[config.mk]
export PLATFORM = sky130hd
export DESIGN_NAME = cou_updown_counter
export DESIGN_NICKNAME = d
export VERILOG_FILES = /design/src/rtl/cou_pkg.sv /design/src/rtl/cou_limit_detect.sv /design/src/rtl/cou_updown_counter.sv
export SDC_FILE = /design/constraint.sdc
export NUM_CORES = 1
export LEC_CHECK = 0
export CORE_MARGIN = 2
export CORE_UTILIZATION = 35
export CTS_CLUSTER_DIAMETER = 30
export CTS_CLUSTER_SIZE = 30
export DETAILED_ROUTE_END_ITERATION = 12
export GPL_TIMING_DRIVEN = 0
export PLACE_DENSITY_LB_ADDON = 0.12
export RECOVER_POWER = 100
export SYNTH_ARGS = -nofsm -noshare
export SYNTH_HDL_FRONTEND = slang
export SYNTH_SLANG_ARGS = --single-unit
[constraint.sdc]
create_clock -name clock -period 2.51 [get_ports clock]
set_clock_uncertainty 0.05 [all_clocks]
set_input_delay 0.3765 -clock clock [delete_from_list [all_inputs] [get_ports clock]]
set_output_delay 0.3765 -clock clock [all_outputs]
set_load 0.05 [all_outputs]
[src/rtl/cou_pkg.sv]
`default_nettype none
// ============================================================================
// Module      : cou_pkg
// Description : Shared mode/state types for the cou up/down counter.
// Revision    : 1.0 - initial release
// ============================================================================
package cou_pkg;

    typedef enum logic [1:0] {
        WRAP    = 2'd0,
        SAT     = 2'd1,
        ONESHOT = 2'd2
    } cou_mode_e;

    typedef enum logic [1:0] {
        IDLE = 2'd0,
        RUN  = 2'd1,
        DONE = 2'd2
    } cou_state_e;

    // The unused encoding 3 behaves as WRAP.
    function automatic cou_mode_e decode_mode(input logic [1:0] mode);
        case (mode)
            2'd1:    decode_mode = SAT;
            2'd2:    decode_mode = ONESHOT;
            default: decode_mode = WRAP;
        endcase
    endfunction

endpackage
`default_nettype wire

[src/rtl/cou_limit_detect.sv]
`default_nettype none
// ============================================================================
// Module      : cou_limit_detect
// Description : Flags when the count sits on, or is one step from, the
//               terminal value for the current direction.
// Revision    : 1.0 - initial release
// ============================================================================
module cou_limit_detect
    import cou_pkg::*;
#(
    parameter int               WIDTH   = 4,
    parameter logic [WIDTH-1:0] MAX_VAL = {WIDTH{1'b1}}
) (
    input  logic [WIDTH-1:0] count,
    input  logic             up_dn,
    output logic             at_term,
    output logic             next_is_term
);

    localparam logic [WIDTH:0] c_max_ext = {1'b0, MAX_VAL};
    localparam logic [WIDTH:0] c_one     = (WIDTH+1)'(1);

    logic [WIDTH:0] w_cnt_ext;
    logic [WIDTH:0] w_inc;
    logic [WIDTH:0] w_dec;

    // One extra bit keeps MAX_VAL = 2**WIDTH-1 from aliasing onto zero.
    assign w_cnt_ext = {1'b0, count};
    assign w_inc     = w_cnt_ext + c_one;
    assign w_dec     = w_cnt_ext - c_one;

    assign at_term      = up_dn ? (count == MAX_VAL) : (count == '0);
    assign next_is_term = up_dn ? (w_inc == c_max_ext) : (w_dec == '0);

endmodule
`default_nettype wire

[src/rtl/cou_updown_counter.sv]
`default_nettype none
// ============================================================================
// Module      : cou_updown_counter
// Description : Up/down counter with synchronous load, programmable modulo
//               and wrap / saturate / one-shot count modes.
// Revision    : 1.0 - initial release
// ============================================================================
module cou_updown_counter
    import cou_pkg::*;
#(
    parameter int               WIDTH   = 4,
    parameter logic [WIDTH-1:0] MAX_VAL = {WIDTH{1'b1}},
    parameter logic [WIDTH-1:0] RST_VAL = '0
) (
    input  logic             clock,
    input  logic             rst,
    input  logic [WIDTH-1:0] data_in,
    input  logic             load,
    input  logic             en,
    input  logic             up_dn,
    input  logic [1:0]       mode,
    input  logic             clr_ovf,
    output logic [WIDTH-1:0] data_out,
    output logic             tc,
    output logic             ovf,
    output logic             busy,
    output logic             done
);

    localparam logic [WIDTH:0] c_one = (WIDTH+1)'(1);

    logic [WIDTH-1:0] r_count;
    logic             r_tc;
    logic             r_ovf;
    cou_state_e       r_state;

    logic [WIDTH-1:0] w_count_nxt;
    logic             w_tc_nxt;
    logic             w_ovf_set;
    cou_state_e       w_state_nxt;
    cou_mode_e        w_mode;
    logic             w_count_ok;
    logic             w_at_term;
    logic             w_next_is_term;
    logic [WIDTH-1:0] w_load_val;
    logic [WIDTH:0]   w_inc;
    logic [WIDTH:0]   w_dec;
    logic [WIDTH-1:0] w_step;
    logic             w_unused_carry;

    cou_limit_detect #(
        .WIDTH   (WIDTH),
        .MAX_VAL (MAX_VAL)
    ) u_limit (
        .count        (r_count),
        .up_dn        (up_dn),
        .at_term      (w_at_term),
        .next_is_term (w_next_is_term)
    );

    assign w_mode         = decode_mode(mode);
    assign w_count_ok     = (w_mode != ONESHOT) || (r_state == RUN);
    assign w_load_val     = (data_in > MAX_VAL) ? MAX_VAL : data_in;
    assign w_inc          = {1'b0, r_count} + c_one;
    assign w_dec          = {1'b0, r_count} - c_one;
    assign w_step         = up_dn ? w_inc[WIDTH-1:0] : w_dec[WIDTH-1:0];
    assign w_unused_carry = w_inc[WIDTH] ^ w_dec[WIDTH];

    // Load beats enable; terminal handling only applies to an enabled step.
    always_comb begin
        w_count_nxt = r_count;
        w_tc_nxt    = 1'b0;
        w_ovf_set   = 1'b0;
        w_state_nxt = r_state;
        if (load) begin
            w_count_nxt = w_load_val;
            w_state_nxt = (w_mode == ONESHOT) ? RUN : IDLE;
        end else begin
            if (w_mode != ONESHOT) begin
                w_state_nxt = IDLE;
            end
            if (en && w_count_ok) begin
                if (!w_at_term) begin
                    w_count_nxt = w_step;
                    w_tc_nxt    = w_next_is_term;
                end else begin
                    case (w_mode)
                        SAT:     w_ovf_set   = 1'b1;
                        ONESHOT: w_state_nxt = DONE;
                        default: begin
                            w_count_nxt = up_dn ? '0 : MAX_VAL;
                            w_ovf_set   = 1'b1;
                        end
                    endcase
                end
            end
        end
    end

    always_ff @(posedge clock or negedge rst) begin
        if (!rst) begin
            r_count <= RST_VAL;
            r_tc    <= 1'b0;
            r_ovf   <= 1'b0;
            r_state <= IDLE;
        end else begin
            r_count <= w_count_nxt;
            r_tc    <= w_tc_nxt;
            r_ovf   <= w_ovf_set | (r_ovf & ~clr_ovf);
            r_state <= w_state_nxt;
        end
    end

    assign data_out = r_count;
    assign tc       = r_tc;
    assign ovf      = r_ovf;
    assign busy     = (r_state == RUN);
    assign done     = (r_state == DONE);

endmodule
`default_nettype wire

Yosys cells after proc, flatten, opt, wreduce, memory -nomap -nowiden
Cells that the tools add are included.
Storage, ports and cells
  register bits: 8
  output and inout bits: 8
Cells by class
  add/subtract/negate cells: 2
  order comparisons: 1
  eq/ne operators: 10
  bitwise logic cells: 3
  reduce and logical (&&, ||, !) cells: 7
  muxes and demuxes: 23
Operators by type and width (count)
  4-bit two-way mux: 7
  1-bit two-way mux: 10
  2-bit two-way mux: 5
  2-bit by 1-bit == test with 1-bit output, second input constant: 3
  2-bit == test, second input constant: 3
  4-bit by 1-bit adder with 5-bit output, second input constant: 1
  5-bit by 4-bit == test with 1-bit output, second input constant: 1
  5-bit zero test: 1
  4-bit by 1-bit subtractor with 5-bit output, second input constant: 1
  4-bit == test, second input constant: 1
  4-bit greater-than comparator, second input constant: 1
  4-bit zero test: 1
  2-bit one-hot mux with 2 select lines: 1
  3-bit != test, second input constant: 1
  2-bit != test, second input constant: 1
  2-bit AND reduction: 1
  2-bit nonzero test: 1
  2-bit OR reduction: 1
  1-bit AND: 1
  1-bit logical AND: 1
  1-bit logical OR: 1
  1-bit NOT: 1
  1-bit bitwise OR: 1

Longest topological paths before layout
Gate-level depths: netlist of the first run.
  word-level depth: 8
  gate-level depth with buffers: 7
  mapped depth without buffers: 6

Hierarchy
A second synthesis of the first run with hierarchy kept.
Second synthesis, totals
  cell total of the unflattened synthesis: 63
  area, all modules: 596.8 sq um
By module, submodules not included
  cou_updown_counter: cells an instance 59, sequential area each 200.2 sq um, instances 1, area an instance 559.3 sq um
  cou_limit_detect: cells an instance 4, sequential area each 0.0 sq um, instances 1, area an instance 37.5 sq um

Least setup slack after synthesis of the first run
OpenSTA, ideal clock, no wires.
  path kind: register to register
  start: reg r_count[0] (netlist: data_out[0])
  end: reg r_count[0] (netlist: data_out[0])
  setup slack: 0.087 ns
  library setup time: 0.123 ns
  cell stages (with the launch flop): 8
  buffers on the path: 1
  arrival time: 2.250 ns
  cells stage by stage: dfrtp_1 clkbuf_1 inv_1 ha_1 or4b_4 a21o_1 a21o_1 o221a_1
On the way
  longest elaborated chain between the ends: 5
  elaborated cells on any way between the ends: 11
RTL lines
  start, declared: line cou_updown_counter.sv:32  | logic [WIDTH-1:0] r_count;
  start signal, assigned: line cou_updown_counter.sv:107  | r_count <= w_count_nxt;
  4-bit by 1-bit subtractor with 5-bit output, or another cell as far along
  4-bit two-way mux / 1-bit two-way mux (equally long branches): line cou_updown_counter.sv:66, cou_limit_detect.sv:32
  4-bit two-way mux: line cou_updown_counter.sv:83  | if (!w_at_term) begin
  4-bit two-way mux: line cou_updown_counter.sv:82  | if (en && w_count_ok) begin
  4-bit two-way mux: line cou_updown_counter.sv:75  | if (load) begin
Several ways; a longest one is shown, not always the timed one. The select of a mux whose other input is x is not followed.
A chain may end at the register's enable or synchronous reset.

Worst setup path in the final report of the first run
  start: reg r_count[1] (netlist: data_out[1])
  end: reg r_count[0] (netlist: data_out[0])
On the way
  longest elaborated chain between the ends: 5
  elaborated cells on any way between the ends: 8
RTL lines
  4-bit == test / 4-bit zero test (equally long branches): line cou_limit_detect.sv:32  | assign at_term = up_dn ? (count == MAX_VAL) : (count == '0);
  1-bit two-way mux (*): line cou_limit_detect.sv:32
  4-bit two-way mux: line cou_updown_counter.sv:83
  4-bit two-way mux: line cou_updown_counter.sv:82
  4-bit two-way mux: line cou_updown_counter.sv:75
Mark *: on every way between the ends. The rest lies on a longest branch, timed or not. The select of a mux whose other input is x is not followed.

==> summary by stage, run 1 <==
Floorplanning
The die area is 2380 sq um. The horizontal die dimension is 48.7 microns. The height of the die is 48.7 microns. The starting utilization of the core area is 36.5%. During I/O placement, the number of pins put on the boundary was 20.

The placement row count is 16. The area of the core region is 1920 sq um.

Timing
For this run, the top clock speed supported by timing is 427 MHz. Setup repair after global routing left no endpoint under its margin. Headroom to the max-slew limit came out at 66.4%. The minimum period implied by the final worst setup slack is 2340 ps. The ratio of final minimum period to clock period is 93.2%.

Setup violations remaining at the end of the flow were counted as 0. For the pin with the worst max-slew slack, the measured transition is 502 ps. The number of hold-slack violations in the final timing report was 0.

The final count of pins violating max slew was 0. After routing, the total negative slack on setup checks comes to 0 ps.

Global route
The first global-routing pass estimated 2840 microns of wire. The number of global-route vias before repair was 628. The initial antenna violation count is 0. The maximum number of pins on one net before global-route repair is 11. Summed over all layers, the global routing overflow is 0.

In the global route stage, overall resource usage came out at 15.3%.

Worst setup path
The kind of cell with the highest combined delay on the critical path is compound AO/OA/AOI/OAI gates. Counting cells, the worst reg-to-reg path comes to 7. Along the worst path, the maximum fanout reaches 8. For this design, the slowest cell found on the critical path is or4b_1. The critical path depth is 7.

The startpoint identified for the worst register-to-register timing path is data_out[1]. For the worst setup path, the data required time is 2590 ps. On the worst path, the slowest cell contributes a delay of 490 ps. The endpoint class of the critical path is a flip-flop. By startpoint and endpoint, the worst setup path is classified as flip-flop to flip-flop. The number of buffers and inverters on the critical path is 2. The cell seen most often among critical-path stages is a21o_1. The type of element launching the critical path is a flip-flop. The data arrival at the endpoint of the critical path is 2420 ps. In this run the critical register-to-register path is captured at data_out[0].

Walking the worst path, the cells encountered are clkbuf_1, inv_2, ha_2, or4b_1, a21o_1, a21o_1, o221a_1. Setup slack on the worst reg-to-reg path comes out at 170 ps.

Route
The aggregate routed wire length is 1670 microns. The remaining antenna violation count is 0. Across all layers, the routed design uses 665 vias. For this block, the initial DRC count from the detailed router was 6.

After detailed routing, the number of vias per cell comes to 5.41. After detailed routing, the number of remaining DRC violations is 0. The count of TritonRoute iterations in the first routing pass is 4. The average wire per standard cell is 13.6 microns.

Final layout
The number of antenna cells inserted is 0. The final layout contains 115 nets. Compared with the post-synthesis result, the final layout area differs by 31.6%. The fraction of final layout cells sized beyond drive strength 1 is 14.6%.

Clocking
TritonCTS built the clock tree. In this run the clock root is driven by a clkbuf_4. No sink is reached through more buffers than the 2 on the longest clock path.

The number of buffers created by CTS is 3. In this run the number of H-tree levels came out at 1. The insertion delay of the later-clocked pin in the worst-skew pair is 250 ps. The number of clock sinks is 8. The total setup buffers inserted after CTS is 0. After clock tree synthesis, the clock-pin slew on the worst setup and hold paths is 60 ps.

Yosys
The cell count after synthesis is 77. Of all cell types, the one taking the most synthesized area is dfrtp_1. The Yosys step of the flow raised 0 warnings. The synthesized area is 701 sq um.

Yosys attributes the largest share of cell area to dfrtp_1, ha_1, inv_1. The sequential area share after synthesis is 28.6%. Of all flip-flops after synthesis, the portion carrying an async set or reset was 100%. The synthesized net count is 94. Counting instances in the post-synthesis netlist gives the leading cell types as dfrtp_1, inv_1, ha_1, a21oi_1, clkbuf_1.

The distinct cell type count after synthesis is 41. The synthesized design contains 8 register bits. The most common cell in the netlist is dfrtp_1. The most used flip-flop cell after synthesis is dfrtp_1.

The share of synthesized area in the top cell type comes to 28.6%. The number of enable-type register cells in the synthesized netlist is 0. The average instance in the mapped netlist occupies 9.10 sq um.

Power
The sum of internal, switching and leakage power is 0.000505 W. The largest voltage drop on the vdd net is 352 uV. The analysis attributes to cell leakage a power of 0.399 nW. The total power divided by cell area is 547 nW/um^2.

Min path
The cell depth of the worst min-delay path is 2. In this run the worst hold path is classified as input pin to flip-flop. The startpoint identified for the worst hold timing path is load.

The worst hold endpoint is r_state[1].

Placement
Detailed placement ended at an HPWL of 1300 microns. During placement, the flow inserted port buffers numbering 17. At the end of routability-driven placement, the weighted congestion stood at 0.808.

Job
Max-cap violations in this run came to 0.

Outcome
The flow ran to the end, and the final reports show no timing, DRC or antenna violations.
power by group:
group / total, W / switching [W] / internal (W)
clock: 0.0000998 / 0.0000450 / 0.0000548
combinational: 0.000243 / 0.000143 / 0.000100
sequential: 0.000162 / 0.0000198 / 0.000142
through the flow:
stage / instance area, sq um / utilization [%] / setup slack [ps] / hold WS [ps] / std cells
2_1_floorplan: 701 / - / 87.5 / 30.9 / 77
3_3_place_gp: 905 / 47.1 / 91.7 / 474 / 121
3_5_place_dp: 905 / 47.1 / 84.4 / 477 / 121
4_1_cts: 927 / 48.2 / 72.3 / 374 / 124
5_1_grt: 922 / 48.0 / 43.0 / 417 / 123
6_report: 922 / 48.0 / 170 / 421 / 123
worst max-delay path by stage:
stage | from | endpoint
final | data_out[1] | data_out[0]
after global routing | data_out[1] | data_out[2]
after CTS | data_out[0] | data_out[0]
after detailed placement | data_out[0] | data_out[0]
after global placement | data_out[0] | data_out[0]
after floorplan | data_out[0] | data_out[0]
flip-flops by register name, indices dropped and copies added (netlist names):
signal,flops
ovf,1
tc,1
r_state,2
data_out,4
cells in the final DEF, fill, tap and decap left out, drive strengths merged, types with 2 or more instances in the layout:
cell / netlist / final
a21bo: 2 / 2
a21boi: 2 / 2
a21o: 3 / 3
a21oi: 4 / 4
clkbuf: 5 / 7
clkdlybuf4s50: 0 / 8
dfrtp: 8 / 8
dlygate4sd3: 0 / 9
ha: 5 / 5
inv: 7 / 7
nand2: 3 / 3
nand2b: 2 / 2
nand3b: 3 / 3
nand4: 2 / 2
nor2b: 2 / 2
nor3: 2 / 2
o21a: 2 / 2
or4b: 2 / 2
cell type report:
cell class / instances / area [sq um]
Buffer: 5 / 27.5
Timing Repair Buffer: 17 / 170
Sequential cell: 8 / 200
Inverter: 7 / 26.3
Multi-Input combinational cell: 56 / 442
Tap cell: 27 / 33.8
Fill cell: 210 / 1000
Clock buffer: 3 / 22.5
logic make-up (layout without fill, tap and decap cells):
logic type	Yosys count	in the layout	share of synthesized area [%]
AOI/OAI and AO/OA	28	28	31.6
muxes	2	2	3.04
adders and majority gates	5	5	8.93
buffers and inverters	13	32	8.21
and+or+nand+nor	21	21	19.6
DFF	8	8	28.6
repair_timing:
action,CTS,global route
endpoints found under the setup margin,0,4
hold buffers,0,0
resized for setup,0,2
metal layers:
metal  global-route usage (%)  share of wire (%)
met5                        0                  0
met4                     3.33                  0
met3                     4.63                3.7
met2                     24.4                 47
met1                     20.3                 49
No activity file was read; power rests on OpenSTA's default activity.
==> run 2: changes to the inputs <==
Settings changed: SLEW_MARGIN set to 0.
Clock period 2.51 ns to 2.61 ns, I/O delays scaled along.
==> summary by stage, run 2 (synthesis results as in run 1) <==
Outcome
The run finished with clean final reports.

Final layout
Counting the fill cells in the layout gives 210. The register cell area after layout is 200 sq um. The number of flip-flops under the largest register name is 4. The final standard cell utilization of the core is 47.9%. Summing all non-filler instances in the final layout gives an area of 920 sq um. Relative to the synthesized area, the layout overhead comes to 31.2%. The number of antenna diodes in the final layout is 0. Cells with a size suffix above 1 make up 12.5% of the layout.

The combined area of the multi-input logic cells is 439 sq um. The final net count is 115. The top cell types in the final layout, fill and taps aside, are dlygate4sd3_1, dfrtp_1, clkdlybuf4s50_1.

The library cell used most frequently in the layout, excluding fill and tap cells, is dlygate4sd3_1.

Clocking
The post-cts resize count is 0. The CTS tree is built. The number of clock sinks is 8.

Buffers added to address setup during post-CTS repair amount to 0. The tree is rooted in a clkbuf_4. The number of hold-repair buffers added at the cts stage is 0.

In this run the deepest clock path goes through 2 buffers. The clock reaches the later pin of the worst-skew pair after 250 ps. CTS built an H-tree with a depth of 1.

The number of buffers created by CTS is 3. Clock-pin slew was measured on the worst setup and hold paths at 60 ps.

Route
After detailed routing, the number of vias per cell comes to 5.34. The remaining antenna violation count is 0. The final routed DRC violation total is 0. Dividing the detail-routed wire length by the instance count gives 13.7 microns.

The count of routing violations after the opening detailed-route iteration is 8. The aggregate routed wire length is 1680 microns. For this run, the detailed router's first-pass iteration total came to 6. For this block, the via count after detailed routing is 657.

Worst setup path
The type of element launching the critical path is a flip-flop. Data on the critical path arrives at its endpoint at 2520 ps. Across all register-to-register paths, the minimum setup slack is 170 ps. The data required time at the worst endpoint is 2690 ps.

The endpoint class of the critical path is a flip-flop. The logic depth of the worst register-to-register path is 7. The peak fanout along the critical path is 8. The category of the most critical setup path is flip-flop to flip-flop.

Timing
Headroom to the max-slew limit came out at 66.4%. Setup repair after global routing left no endpoint under its margin. Static timing analysis puts the maximum clock frequency at 410 MHz. The final count of pins violating max slew is 0.

Counting I/O delays and the setup requirement, the final critical path takes 2440 ps. Of the available clock period, the critical path in the final layout requires 93.4%. The slew at the pin closest to its max-slew limit is 502 ps. For the final routed database, the setup TNS stands at 0 ps. The total setup violations reported at the end of the flow is 0. The number of hold-slack violations in the final timing report is 0.

Floorplanning
Pin placement for this block handled 20 I/O pins. The area of the core region is 1920 sq um. The starting utilization of the core area is 36.5%.

In this run the horizontal extent of the chip is 48.7 microns. The die area is 2380 sq um. From bottom edge to top edge, the die measures 48.7 microns. The placement row count is 16.

Min path
The tightest min-delay check is of the input pin to flip-flop type. The cell depth of the worst min-delay path is 2.

Placement
The global placement routability congestion is 0.808. The number of port buffers is 17. After legalization and detailed placement, the total HPWL measured 1300 microns. Once placement finished, the instance area stood at 905 sq um.

Power
Internal power comes to 0.000284 W. The register share of total power is 32.2%. The sum of internal, switching and leakage power is 0.000484 W.

The share of total power in combinational logic is 47.9%. The net load switching power is 0.000200 W. The proportion of power drawn by the clock network is 19.9%. The analysis attributes to cell leakage a power of 0.402 nW. VDD sags by at most 339 uV.

The switching share of power is 41.3%. In this run the power density over the cells is 526 nW/um^2.

Global route
The first-pass GRT wire length is 2840 microns. The maximum number of pins on one net before global-route repair is 11. The initial antenna violation count is 0. For this run, the total global-route usage over all layers was measured as 15.3%.

The aggregate global routing overflow is 0. The number of global-route vias before repair is 628.

Job
Across the run, the number of max-cap violations was 0.
run 2: power by group through the flow:
stage	registers (W)	clock network (W)	logic (W)
after floorplan	0.000193	0	0.000130
after detailed placement	0.000155	0	0.000242
final	0.000156	0.0000966	0.000232
after global routing	0.000159	0.000109	0.000253
after CTS	0.000153	0.000102	0.000243
after global placement	0.000154	0	0.000240
run 2: per-stage QoR:
step | hold WS, ps | setup slack, ps | cells
2_1_floorplan | 45.9 | 187 | 77
3_3_place_gp | 474 | 192 | 121
3_5_place_dp | 477 | 184 | 121
4_1_cts | 389 | 172 | 124
5_1_grt | 432 | 23.4 | 123
6_report | 435 | 172 | 123
run 2: cell type report:
class                      count  area share (%)
multi-input combinational     56            47.8
inverter                       7            2.86
sequential                     8            21.8
clock buffer                   3            2.45
tap                           27            3.67
buffer                         5            2.99
timing repair buffer          17            18.5
run 2: critical path, cell delays in order, from the launching register on:
cell	delay, ps
dfrtp_1	410
clkbuf_1	190
inv_1	170
ha_1	290
or4b_1	500
a21o_1	230
a21o_1	250
o221a_1	220
run 2: path summary, 6_finish.rpt:
path                                to        start
max                        data_out[0]  data_out[1]
min                         r_state[1]         load
max reg2reg                data_out[0]  data_out[1]
min reg2reg                        ovf          ovf
max in group asynchronous  data_out[3]          rst
min in group asynchronous  data_out[1]          rst
run 2: routing by layer:
| metal | global-route usage, % | vias to the layer above | part of all wire [%] |
|---|---|---|---|
| met5 | 0 | - | 0 |
| met4 | 3.33 | 0 | 0 |
| met3 | 4.63 | 0 | 3.7 |
| met2 | 24.4 | 16 | 46 |
| met1 | 20.3 | 307 | 50 |
| li1 | - | 334 | - |
==> run 3: changes to the inputs <==
Settings changed: CORE_MARGIN 2 to unset, TNS_END_PERCENT set to 5.
==> summary by stage, run 3 (synthesis results as in run 1) <==
Route
The first TritonRoute pass finished after 4 iterations. The detailed-route vias per instance is 5.57. Dividing the detail-routed wire length by the instance count gives 14.5 microns. The remaining antenna violation count is 0. The aggregate routed wire length is 1770 microns. Across all layers, the routed design uses 680 vias. The count of routing violations after the opening detailed-route iteration is 18.

The final routed DRC violation total is 0.

Global route
The first-pass GRT wire length is 2750 microns. The overall track demand over capacity in global routing is 18.8%. The initial antenna violation count came to 0. The maximum number of pins on one net before global-route repair is 11. The number of global-route vias before repair is 575.

Global routing finished with a remaining overflow of 0.

Clocking
The number of hold-repair buffers added at the cts stage is 0. The tree is rooted in a clkbuf_4. The insertion delay of the later-clocked pin in the worst-skew pair is 260 ps. Clock tree synthesis inserted a total of 3 buffers.

The clock-pin slew on the worst setup and hold paths is 60 ps. TritonCTS built the clock tree. The total setup buffers inserted after CTS is 0. The maximum clock insertion buffer count is 2.

CTS built an H-tree with a depth of 1. The post-cts resize count is 0. The number of clock sinks is 8.

Final layout
After routing the design area is 925 sq um. From synthesis to final layout, the design area changed by 32.0%. The final standard cell utilization of the core is 51.3%. After filler insertion, the fill cell instance count of the layout stands at 186. The repair_antennas step left the layout with diodes totalling 0. The final net count is 116. The library cells used most frequently in the layout, excluding fill and tap cells, are dlygate4sd3_1, dfrtp_1, clkdlybuf4s50_1.

The fraction of final layout cells sized beyond drive strength 1 is 13.4%. The number of flip-flops under the largest register name is 4. Leaving out fill and tap cells, the most frequent cell in the layout is dlygate4sd3_1.

Timing
The number of hold-slack violations in the final timing report is 0. After layout, the worst setup slack is 134 ps. Setup repair after global routing left no endpoint under its margin. For the pin with the worst max-slew slack, the measured transition is 503 ps. The minimum period implied by the final worst setup slack is 2480 ps. Headroom to the max-slew limit came out at 66.4%. The ratio of final minimum period to clock period is 94.9%. The total setup violations reported at the end of the flow is 0. The final count of pins violating max slew is 0.

Static timing analysis puts the maximum clock frequency at 404 MHz. After routing, the total negative slack on setup checks comes to 0 ps.

Placement
Once detailed placement completed, the half-perimeter wirelength came to 1280 microns. The cell area after placement is 902 sq um. The worst slack at placement is 167 ps. The global placement routability congestion is 0.869. Buffers placed on the I/O ports in this run total 17.

Worst setup path
At the worst endpoint, the required time is 2710 ps. In this run the worst path has a maximum fanout of 9. On the critical path, the stage with the largest delay is an instance of or4b_4. The endpoint class of the critical path is a flip-flop. In this run the number of cells on the critical path is 7. The kind of cell with the highest combined delay on the critical path is compound AO/OA/AOI/OAI gates.

The type of element launching the critical path is a flip-flop. The critical path goes through clkbuf_1, inv_1, ha_1, or4b_4, a21o_1, a21o_1, o221a_1. The worst setup path is of the flip-flop to flip-flop kind. The sum of buffers and inverters on the critical path is 2. The data arrival at the endpoint of the critical path is 2570 ps. The cell seen most often among critical-path stages is a21o_1. The peak per-stage delay on the critical path is 500 ps. The logic depth of the worst register-to-register path is 7.

Floorplanning
From left edge to right edge, the die measures 46.7 microns. The floorplan step defined a die boundary enclosing 2180 sq um. The area of the core region is 1800 sq um. The placement row count is 15. The top-level port count is 20.

The starting utilization of the core area is 38.9%. Measured along the y axis, the die boundary spans 46.7 microns.

Power
Dividing total power by cell area gives a power density of 535 nW/um^2. The largest voltage drop on the vdd net is 259 uV. The static leakage is 0.405 nW.

Job
The count of max-cap constraint violations is 0.

Outcome
The run finished with clean final reports.

Min path
The worst hold path belongs to the class input pin to flip-flop. Counting instances, the worst hold path has a depth of 2.
## run 3: cell types whose count changed in the layout (fill, tap and decap cells not counted), sizes merged
cell	change
clkbuf	+1
## run 3: final cells by class
class                   instances  area (sq um)  area share, %
plain buffers                   6          31.3           3.38
clock buffers                   3          22.5           2.44
inverters                       7          26.3           2.84
multi-input cells              56           443           47.9
flip-flops and latches          8           200           21.7
well taps                      25          31.3           3.38
repair buffers                 17           170           18.4
## run 3: per-layer routing
metal	routed length [microns]	track usage, %	part of all wire (%)
met1	860	25.8	49
met2	857	27.8	48
met4	0	5.14	0
met3	54	6.92	3.0
met5	0	0	0
## run 3: per-stage QoR
step           std cells  power (W)  hold WS, ps
2_1_floorplan         77   0.000323         45.9
3_3_place_gp         119   0.000394          476
3_5_place_dp         119   0.000398          476
4_1_cts              122   0.000500          387
5_1_grt              122   0.000527          435
6_report             122   0.000494          432
## run 3: worst paths after layout
| check | start | to | slack [ps] |
|---|---|---|---|
| max | data_out[0] | data_out[0] | 130 |
| min | load | r_state[1] | 430 |
| max reg2reg | data_out[0] | data_out[0] | 130 |
| min reg2reg | ovf | ovf | 480 |
| max in group asynchronous | rst | data_out[2] | 1780 |
| min in group asynchronous | rst | ovf | 440 |
## run 3: report_power, final
group	total (W)	internal (W)	switching, W
Sequential	0.000152	0.000137	0.0000152
Clock	0.000101	0.0000530	0.0000481
Combinational	0.000241	0.0000964	0.000145
Total	0.000494	0.000286	0.000208
## run 3: worst reg2reg max path: stages (launching register included)
cell	delay, ps
dfrtp_1	410
clkbuf_1	220
inv_1	200
ha_1	290
or4b_4	500
a21o_1	220
a21o_1	250
o221a_1	220
